### config.mk
export PLATFORM = sky130hd
export DESIGN_NAME = bp_be_stride_prefetcher
export DESIGN_NICKNAME = d
export VERILOG_FILES = /design/src/rtl/bp_be_stride_prefetcher.sv
export SDC_FILE = /design/constraint.sdc
export NUM_CORES = 2
export LEC_CHECK = 0
export BUFFER_PORTS_ARGS = -buffer_cell sky130_fd_sc_hd__clkbuf_2
export CORE_MARGIN = 2
export CORE_UTILIZATION = 40
export DETAILED_ROUTE_END_ITERATION = 10
export GPL_ROUTABILITY_DRIVEN = 0
export PLACE_DENSITY = 0.62
export SYNTH_ARGS = -nofsm -noshare
export SYNTH_HDL_FRONTEND = slang
export SYNTH_SLANG_ARGS = --single-unit
### constraint.sdc
create_clock -name clk_i -period 10 [get_ports clk_i]
set_clock_uncertainty 0.15 [all_clocks]
set_input_delay 0.5 -clock clk_i [delete_from_list [all_inputs] [get_ports clk_i]]
set_output_delay 0.5 -clock clk_i [all_outputs]
set_load 0.05 [all_outputs]
### src/rtl/bp_be_stride_prefetcher.sv
// PC-indexed stride prefetcher: a direct-mapped reference prediction table feeding a burst generator.
// Define BP_BE_STRIDE_PF_RUNAHEAD_EN to issue one far-ahead address on STEADY->STEADY hits.
module bp_be_stride_prefetcher #(
    parameter int vaddr_width_p  = 39,
    parameter int rpt_sets_p     = 32,
    parameter int stride_width_p = 12,
    parameter int pc_tag_width_p = 10,
    parameter int pf_degree_p    = 4
) (
    input  logic                     clk_i,
    input  logic                     reset_i,
    input  logic                     v_i,
    input  logic [vaddr_width_p-1:0] pc_i,
    input  logic [vaddr_width_p-1:0] eff_addr_i,
    output logic                     pf_v_o,
    output logic [vaddr_width_p-1:0] pf_addr_o,
    input  logic                     pf_ready_and_i,
    output logic                     busy_o
);
    localparam int lg_sets_lp = (rpt_sets_p > 1) ? $clog2(rpt_sets_p) : 1;
    localparam int tag_lsb_lp = 2 + lg_sets_lp;
    localparam int ext_lp     = vaddr_width_p - stride_width_p;
    localparam logic [vaddr_width_p-1:0] degree_lp = vaddr_width_p'(pf_degree_p);

    typedef enum logic [1:0] {e_init, e_transient, e_steady, e_nopred} rpt_state_e;
    typedef enum logic {e_idle, e_issue} gen_state_e;

    logic [rpt_sets_p-1:0]     valid_r;
    logic [pc_tag_width_p-1:0] tag_r    [rpt_sets_p];
    logic [vaddr_width_p-1:0]  prev_r   [rpt_sets_p];
    logic [stride_width_p-1:0] stride_r [rpt_sets_p];
    rpt_state_e                state_r  [rpt_sets_p];

    logic [lg_sets_lp-1:0]     idx;
    logic [pc_tag_width_p-1:0] tag;
    logic                      unused_pc;

    assign idx       = pc_i[2 +: lg_sets_lp];
    assign tag       = pc_i[tag_lsb_lp +: pc_tag_width_p];
    assign unused_pc = ^{pc_i[1:0], pc_i[vaddr_width_p-1:tag_lsb_lp+pc_tag_width_p]};

    logic                      hit, repr, match;
    logic [vaddr_width_p-1:0]  delta, stride_ext;
    logic [ext_lp:0]           delta_hi;
    logic [stride_width_p-1:0] cur_stride, next_stride;
    rpt_state_e                cur_state, next_state;

    assign cur_stride = stride_r[idx];
    assign cur_state  = state_r[idx];
    assign hit        = valid_r[idx] && (tag_r[idx] == tag);
    assign delta      = eff_addr_i - prev_r[idx];
    // delta fits the stride field only if everything above its sign bit is a sign copy
    assign delta_hi   = delta[vaddr_width_p-1:stride_width_p-1];
    assign repr       = (&delta_hi) || (~|delta_hi);
    assign stride_ext = {{ext_lp{cur_stride[stride_width_p-1]}}, cur_stride};
    assign match      = repr && (delta == stride_ext);

    always_comb begin
        next_state  = e_init;
        next_stride = '0;
        if (hit) begin
            case (cur_state)
                e_init:      next_state = match ? e_steady : e_transient;
                e_transient: next_state = match ? e_steady : e_nopred;
                e_steady:    next_state = match ? e_steady : e_init;
                default:     next_state = match ? e_transient : e_nopred;
            endcase
            // a broken steady stream keeps its stride so it can re-lock quickly
            if (match || cur_state == e_steady)
                next_stride = cur_stride;
            else if (repr)
                next_stride = delta[stride_width_p-1:0];
        end
    end

    logic                     trigger;
    logic [vaddr_width_p-1:0] first_addr;
    logic [3:0]               load_count;

    assign trigger = v_i && !reset_i && hit && (next_state == e_steady) && (next_stride != '0);

`ifdef BP_BE_STRIDE_PF_RUNAHEAD_EN
    always_comb begin
        first_addr = eff_addr_i + stride_ext;
        load_count = 4'(pf_degree_p);
        // already streaming: the nearer lines were covered by earlier bursts
        if (cur_state == e_steady) begin
            first_addr = eff_addr_i + degree_lp * stride_ext;
            load_count = 4'd1;
        end
    end
`else
    logic [vaddr_width_p-1:0] unused_degree;
    assign unused_degree = degree_lp;
    assign first_addr    = eff_addr_i + stride_ext;
    assign load_count    = 4'(pf_degree_p);
`endif

    always_ff @(posedge clk_i) begin
        if (reset_i)
            valid_r <= '0;
        else if (v_i)
            valid_r[idx] <= 1'b1;
    end

    always_ff @(posedge clk_i) begin
        if (v_i && !reset_i) begin
            tag_r[idx]    <= tag;
            prev_r[idx]   <= eff_addr_i;
            stride_r[idx] <= next_stride;
            state_r[idx]  <= next_state;
        end
    end

    gen_state_e               gen_r, gen_n;
    logic [vaddr_width_p-1:0] pf_addr_r, step_r;
    logic [3:0]               remain_r;
    logic                     handshake, last;

    assign handshake = (gen_r == e_issue) && pf_ready_and_i;
    assign last      = handshake && (remain_r == 4'd1);

    always_ff @(posedge clk_i) begin
        if (reset_i)
            gen_r <= e_idle;
        else
            gen_r <= gen_n;
    end

    always_comb begin
        gen_n  = gen_r;
        pf_v_o = 1'b0;
        busy_o = 1'b0;
        case (gen_r)
            e_idle: begin
                if (trigger)
                    gen_n = e_issue;
            end
            default: begin
                pf_v_o = 1'b1;
                busy_o = 1'b1;
                // a new trigger wins over finishing, giving preemption and gapless chaining
                if (trigger)
                    gen_n = e_issue;
                else if (last)
                    gen_n = e_idle;
            end
        endcase
    end

    always_ff @(posedge clk_i) begin
        if (reset_i) begin
            pf_addr_r <= '0;
            step_r    <= '0;
            remain_r  <= '0;
        end else if (trigger) begin
            pf_addr_r <= first_addr;
            step_r    <= stride_ext;
            remain_r  <= load_count;
        end else if (handshake) begin
            pf_addr_r <= pf_addr_r + step_r;
            remain_r  <= remain_r - 4'd1;
        end
    end

    assign pf_addr_o = pf_addr_r;

endmodule

==> results_tabular.tex <==
\begin{tabular}{lr}
\hline
Metric & Value \\
\hline
\multicolumn{2}{l}{\textbf{Run status}} \\
Run status & complete, no violations \\
\multicolumn{2}{l}{\textbf{STA}} \\
Setup violation total in the final timing report & 0 \\
Number of failing hold endpoints at the final stage & 0 \\
Setup repair after global routing missed its margin & no \\
Worst Slack Setup Final & 2.32 ns \\
Max-slew violation total from the final report & 0 \\
Worst slew slack as a fraction of its limit & 11.8\% \\
Worst-margin pin slew & 1.32 ns \\
Setup TNS after final layout & 0 ns \\
Achievable clock frequency & 130 MHz \\
Min Tclk post-route & 7.68 ns \\
Final-layout worst hold slack & 0.0456 ns \\
Period utilization & 76.8\% \\
\multicolumn{2}{l}{\textbf{CTS}} \\
Root Buffer & clkbuf\_16 \\
Post-cts gate resize count & 0 \\
Worst-case clock buffer depth & 3 \\
TritonCTS clock tree & done \\
Post-CTS setup buffer count & 0 \\
Inserted Clock Buffers & 207 \\
Clock latency on the worst-skew pair & 0.87 ns \\
\# H-tree levels & 4 \\
Clock sink count & 2104 \\
Clock-pin slew reported for the worst setup and hold paths after clock tree synthesis & 0.06 ns \\
\multicolumn{2}{l}{\textbf{Logic synthesis}} \\
Post-synthesis cell area & 85400 µm² \\
Leading register cell type out of synthesis & edfxtp\_1 \\
Top cell type's share of synthesized area & 70.9\% \\
Largest area contributor in the synthesized netlist & edfxtp\_1 \\
Share of flip-flops with an asynchronous set or reset after synthesis & 0\% \\
Leading post-synthesis cells by instance count & edfxtp\_1 (2016), mux4\_2 (512), a22oi\_1 (184) \\
Distinct cell type count after synthesis & 77 \\
Top-count cell post-synth & edfxtp\_1 \\
Avg Inst Size Synth & 19.6 µm² \\
Count of state elements after synthesis & 2104 \\
Portion of the post-synthesis area used by sequential elements & 73.0\% \\
Largest cells by area after synthesis & edfxtp\_1 (71\%), mux4\_2 (14\%), dfxtp\_1 (2.1\%) \\
Count of flip-flops with a built-in enable after synthesis & 2016 \\
Yosys warnings & 0 \\
Syn Inst Count & 4362 \\
Total nets after synthesis & 4564 \\
\multicolumn{2}{l}{\textbf{Critical path}} \\
Crit path max-delay cell type & a21oi\_2 \\
Sequence of cells on the critical path & buf\_8 -> buf\_12 -> buf\_4 -> mux4\_2 -> a221oi\_1 -> and3\_1 -> ha\_1 -> a211oi\_1 -> nor4b\_1 -> or3\_1 -> a31o\_1 -> a21o\_1 -> o211ai\_1 -> and2\_1 -> or3\_1 -> nand4\_1 -> or3\_1 -> or4\_4 -> nand3\_1 -> buf\_4 -> nand2\_1 -> a21oi\_2 \\
Library cell appearing most often on the critical path & or3\_1 \\
Delay of the slowest critical-path stage & 0.97 ns \\
Data arrival at the endpoint of the critical path & 7.98 ns \\
Biggest fanout along the worst timing path & 37 \\
CP endpoint kind & register \\
Type of origin of the critical path & input port \\
Data required time of the worst path & 10.30 ns \\
Critical Setup Path Class & in -> reg \\
\multicolumn{2}{l}{\textbf{Final layout}} \\
Multi-input combinational cell area & 22300 µm² \\
Layout fillers & 17.7k \\
Nets@finish & 4821 \\
Signed area change from the synthesized netlist to the final layout & 13.6\% \\
Final cell utilization of the core & 45.7\% \\
FF+latch area & 62300 µm² \\
Fraction of final layout cells sized beyond drive strength 1 & 23.7\% \\
\multicolumn{2}{l}{\textbf{Detailed routing}} \\
DRC violation total after the first TritonRoute iteration & 6105 \\
Average wire length per cell after detail routing & 30.9 µm \\
ANT nets after route & 0 \\
Count of vias placed by the detailed router & 45.9k \\
Detailed-route wire length & 235000 µm \\
Vias per cell & 6.03 \\
Post-detailed-route DRC marker count & 0 \\
First-pass iteration count of the detailed router & 5 \\
\multicolumn{2}{l}{\textbf{Floorplanning}} \\
Die Height & 466 µm \\
Core Footprint & 212000 µm² \\
Top-level port count & 123 \\
Core Rows & 169 \\
Area of the die & 217000 µm² \\
Initial core utilization & 40.3\% \\
Die Width & 466 µm \\
\multicolumn{2}{l}{\textbf{GRT}} \\
Initial antenna violation count & 19 \\
Pin count of the biggest net entering global routing & 75 \\
Global-route usage over all layers & 21.4\% \\
Via count of the first global-routing pass & 45.1k \\
Leftover overflow at the end of global routing & 0 \\
Wire length of the first global-routing pass & 333000 µm \\
\multicolumn{2}{l}{\textbf{Placed design}} \\
Post-DP HPWL & 125000 µm \\
Post-placement setup slack & 1.52 ns \\
Count of buffers inserted at the top-level ports & 98 \\
\multicolumn{2}{l}{\textbf{Power}} \\
Lkg Pwr & 0.0322 µW \\
PwrDens & 191 nW/µm² \\
Largest voltage drop on the vdd net & 0.000203 V \\
\multicolumn{2}{l}{\textbf{Worst hold path}} \\
Class of the worst hold path & in -> reg \\
\multicolumn{2}{l}{\textbf{Job}} \\
Number of maximum-capacitance violations & 0 \\
\hline
\end{tabular}
-- metal layers --
layer  up-vias  share of wire, %  GRT usage, %
li1      18809                 -             -
met1     24685                42          30.7
met2      2154                48          34.6
met3       290               8.3          3.29
met4         0               2.1          5.04
met5         -                 0             0
-- where the power goes --
| group | switching (µW) | internal, µW |
|---|---|---|
| Combinational | 775 | 463 |
| Clock | 3370 | 4280 |
| Sequential | 10.4 | 9670 |
| Total | 4150 | 14400 |
-- logic make-up (layout without fill, tap and decap cells) --
| logic type | Yosys count | in the layout | synth area share [%] |
|---|---|---|---|
| buffers and inverters | 249 | 676 | 1.22 |
| adder cells (fa/ha/maj) | 120 | 120 | 1.79 |
| AO/OA/AOI/OAI | 668 | 668 | 5.60 |
| multiplexers | 549 | 549 | 13.9 |
| AND/OR/NAND/NOR | 555 | 555 | 3.27 |
| flip-flops | 2104 | 2104 | 73.0 |
| other | 0 | 3 | 0 |
| XOR/XNOR | 117 | 117 | 1.20 |
-- path summary, 6_finish.rpt --
path	end	from	cells after the start	slack, ns
worst max register to register	stride_r[0][2]	prev_r[31][17]	19	2.62
worst min register to register	valid_r[2]	valid_r[2]	1	0.30
worst max-delay path	stride_r[0][2]	pc_i[2]	22	2.32
worst min-delay path	prev_r[28][27]	eff_addr_i[27]	2	0.05
-- per-stage QoR --
step                total power, µW  std cells  cell area (µm²)
finish                        18600       7613            97000
global route                  19100       7612            97000
CTS                           18700       7610            97000
detailed placement            11100       7225            90300
global placement              11100       7225            90300
floorplan                     10600       4362            85400
-- worst max-delay path: cells and delay by family --
| family | cells | cell delay, ns |
|---|---|---|
| simple gates | 10 | 2.64 |
| compound gates | 6 | 2.30 |
| buf+inv | 4 | 1.43 |
| mux | 1 | 0.55 |
| fa+ha+maj | 1 | 0.41 |
-- registers in the layout, summed over array words and instances, names as in the netlist --
signal and count:
stride_r 384, valid_r 32, step_r 12, pf_addr_o 39
remain_r 4, state_r 64, tag_r 320, prev_r 1248
gen_r 1
-- final cells by class --
| cell class | count | area share, % |
|---|---|---|
| repair buffers | 265 | 2.13 |
| flip-flops and latches | 2104 | 64.2 |
| inverters | 32 | 0.124 |
| clock buffers | 252 | 5.60 |
| well taps | 2821 | 3.64 |
| multi-input cells | 2009 | 23.0 |
| diodes | 3 | 0.00774 |
| clock inverters | 127 | 1.22 |
-- repair_timing --
action,CTS,global route
endpoints found under the hold margin,71,0
hold buffers,6,0
setup endpoints to repair,0,0
-- cell usage in the layout (no fill, tap or decap), types with 21 or more instances in the layout --
cell / netlist / final
a21o_1: 79 / 79
a21oi_1: 118 / 113
a221oi_1: 38 / 38
a22o_1: 39 / 39
a22oi_1: 184 / 184
and3_1: 46 / 45
buf_12: 0 / 23
buf_4: 5 / 138
clkbuf_1: 136 / 41
clkbuf_16: 0 / 211
clkbuf_2: 0 / 96
clkinv_1: 0 / 52
clkinv_2: 0 / 33
dfxtp_1: 88 / 88
edfxtp_1: 2016 / 2016
ha_1: 117 / 117
inv_1: 32 / 32
mux2i_1: 36 / 36
mux4_2: 512 / 512
nand2_1: 98 / 97
nand2b_1: 21 / 21
nand3_1: 28 / 28
nand4_1: 44 / 44
nor2_1: 175 / 141
nor2_4: 0 / 34
nor3_1: 31 / 30
o21ai_0: 71 / 71
or3_1: 23 / 23
xnor2_1: 65 / 65
xor2_1: 52 / 52
Power figures use the tool's default switching activity.
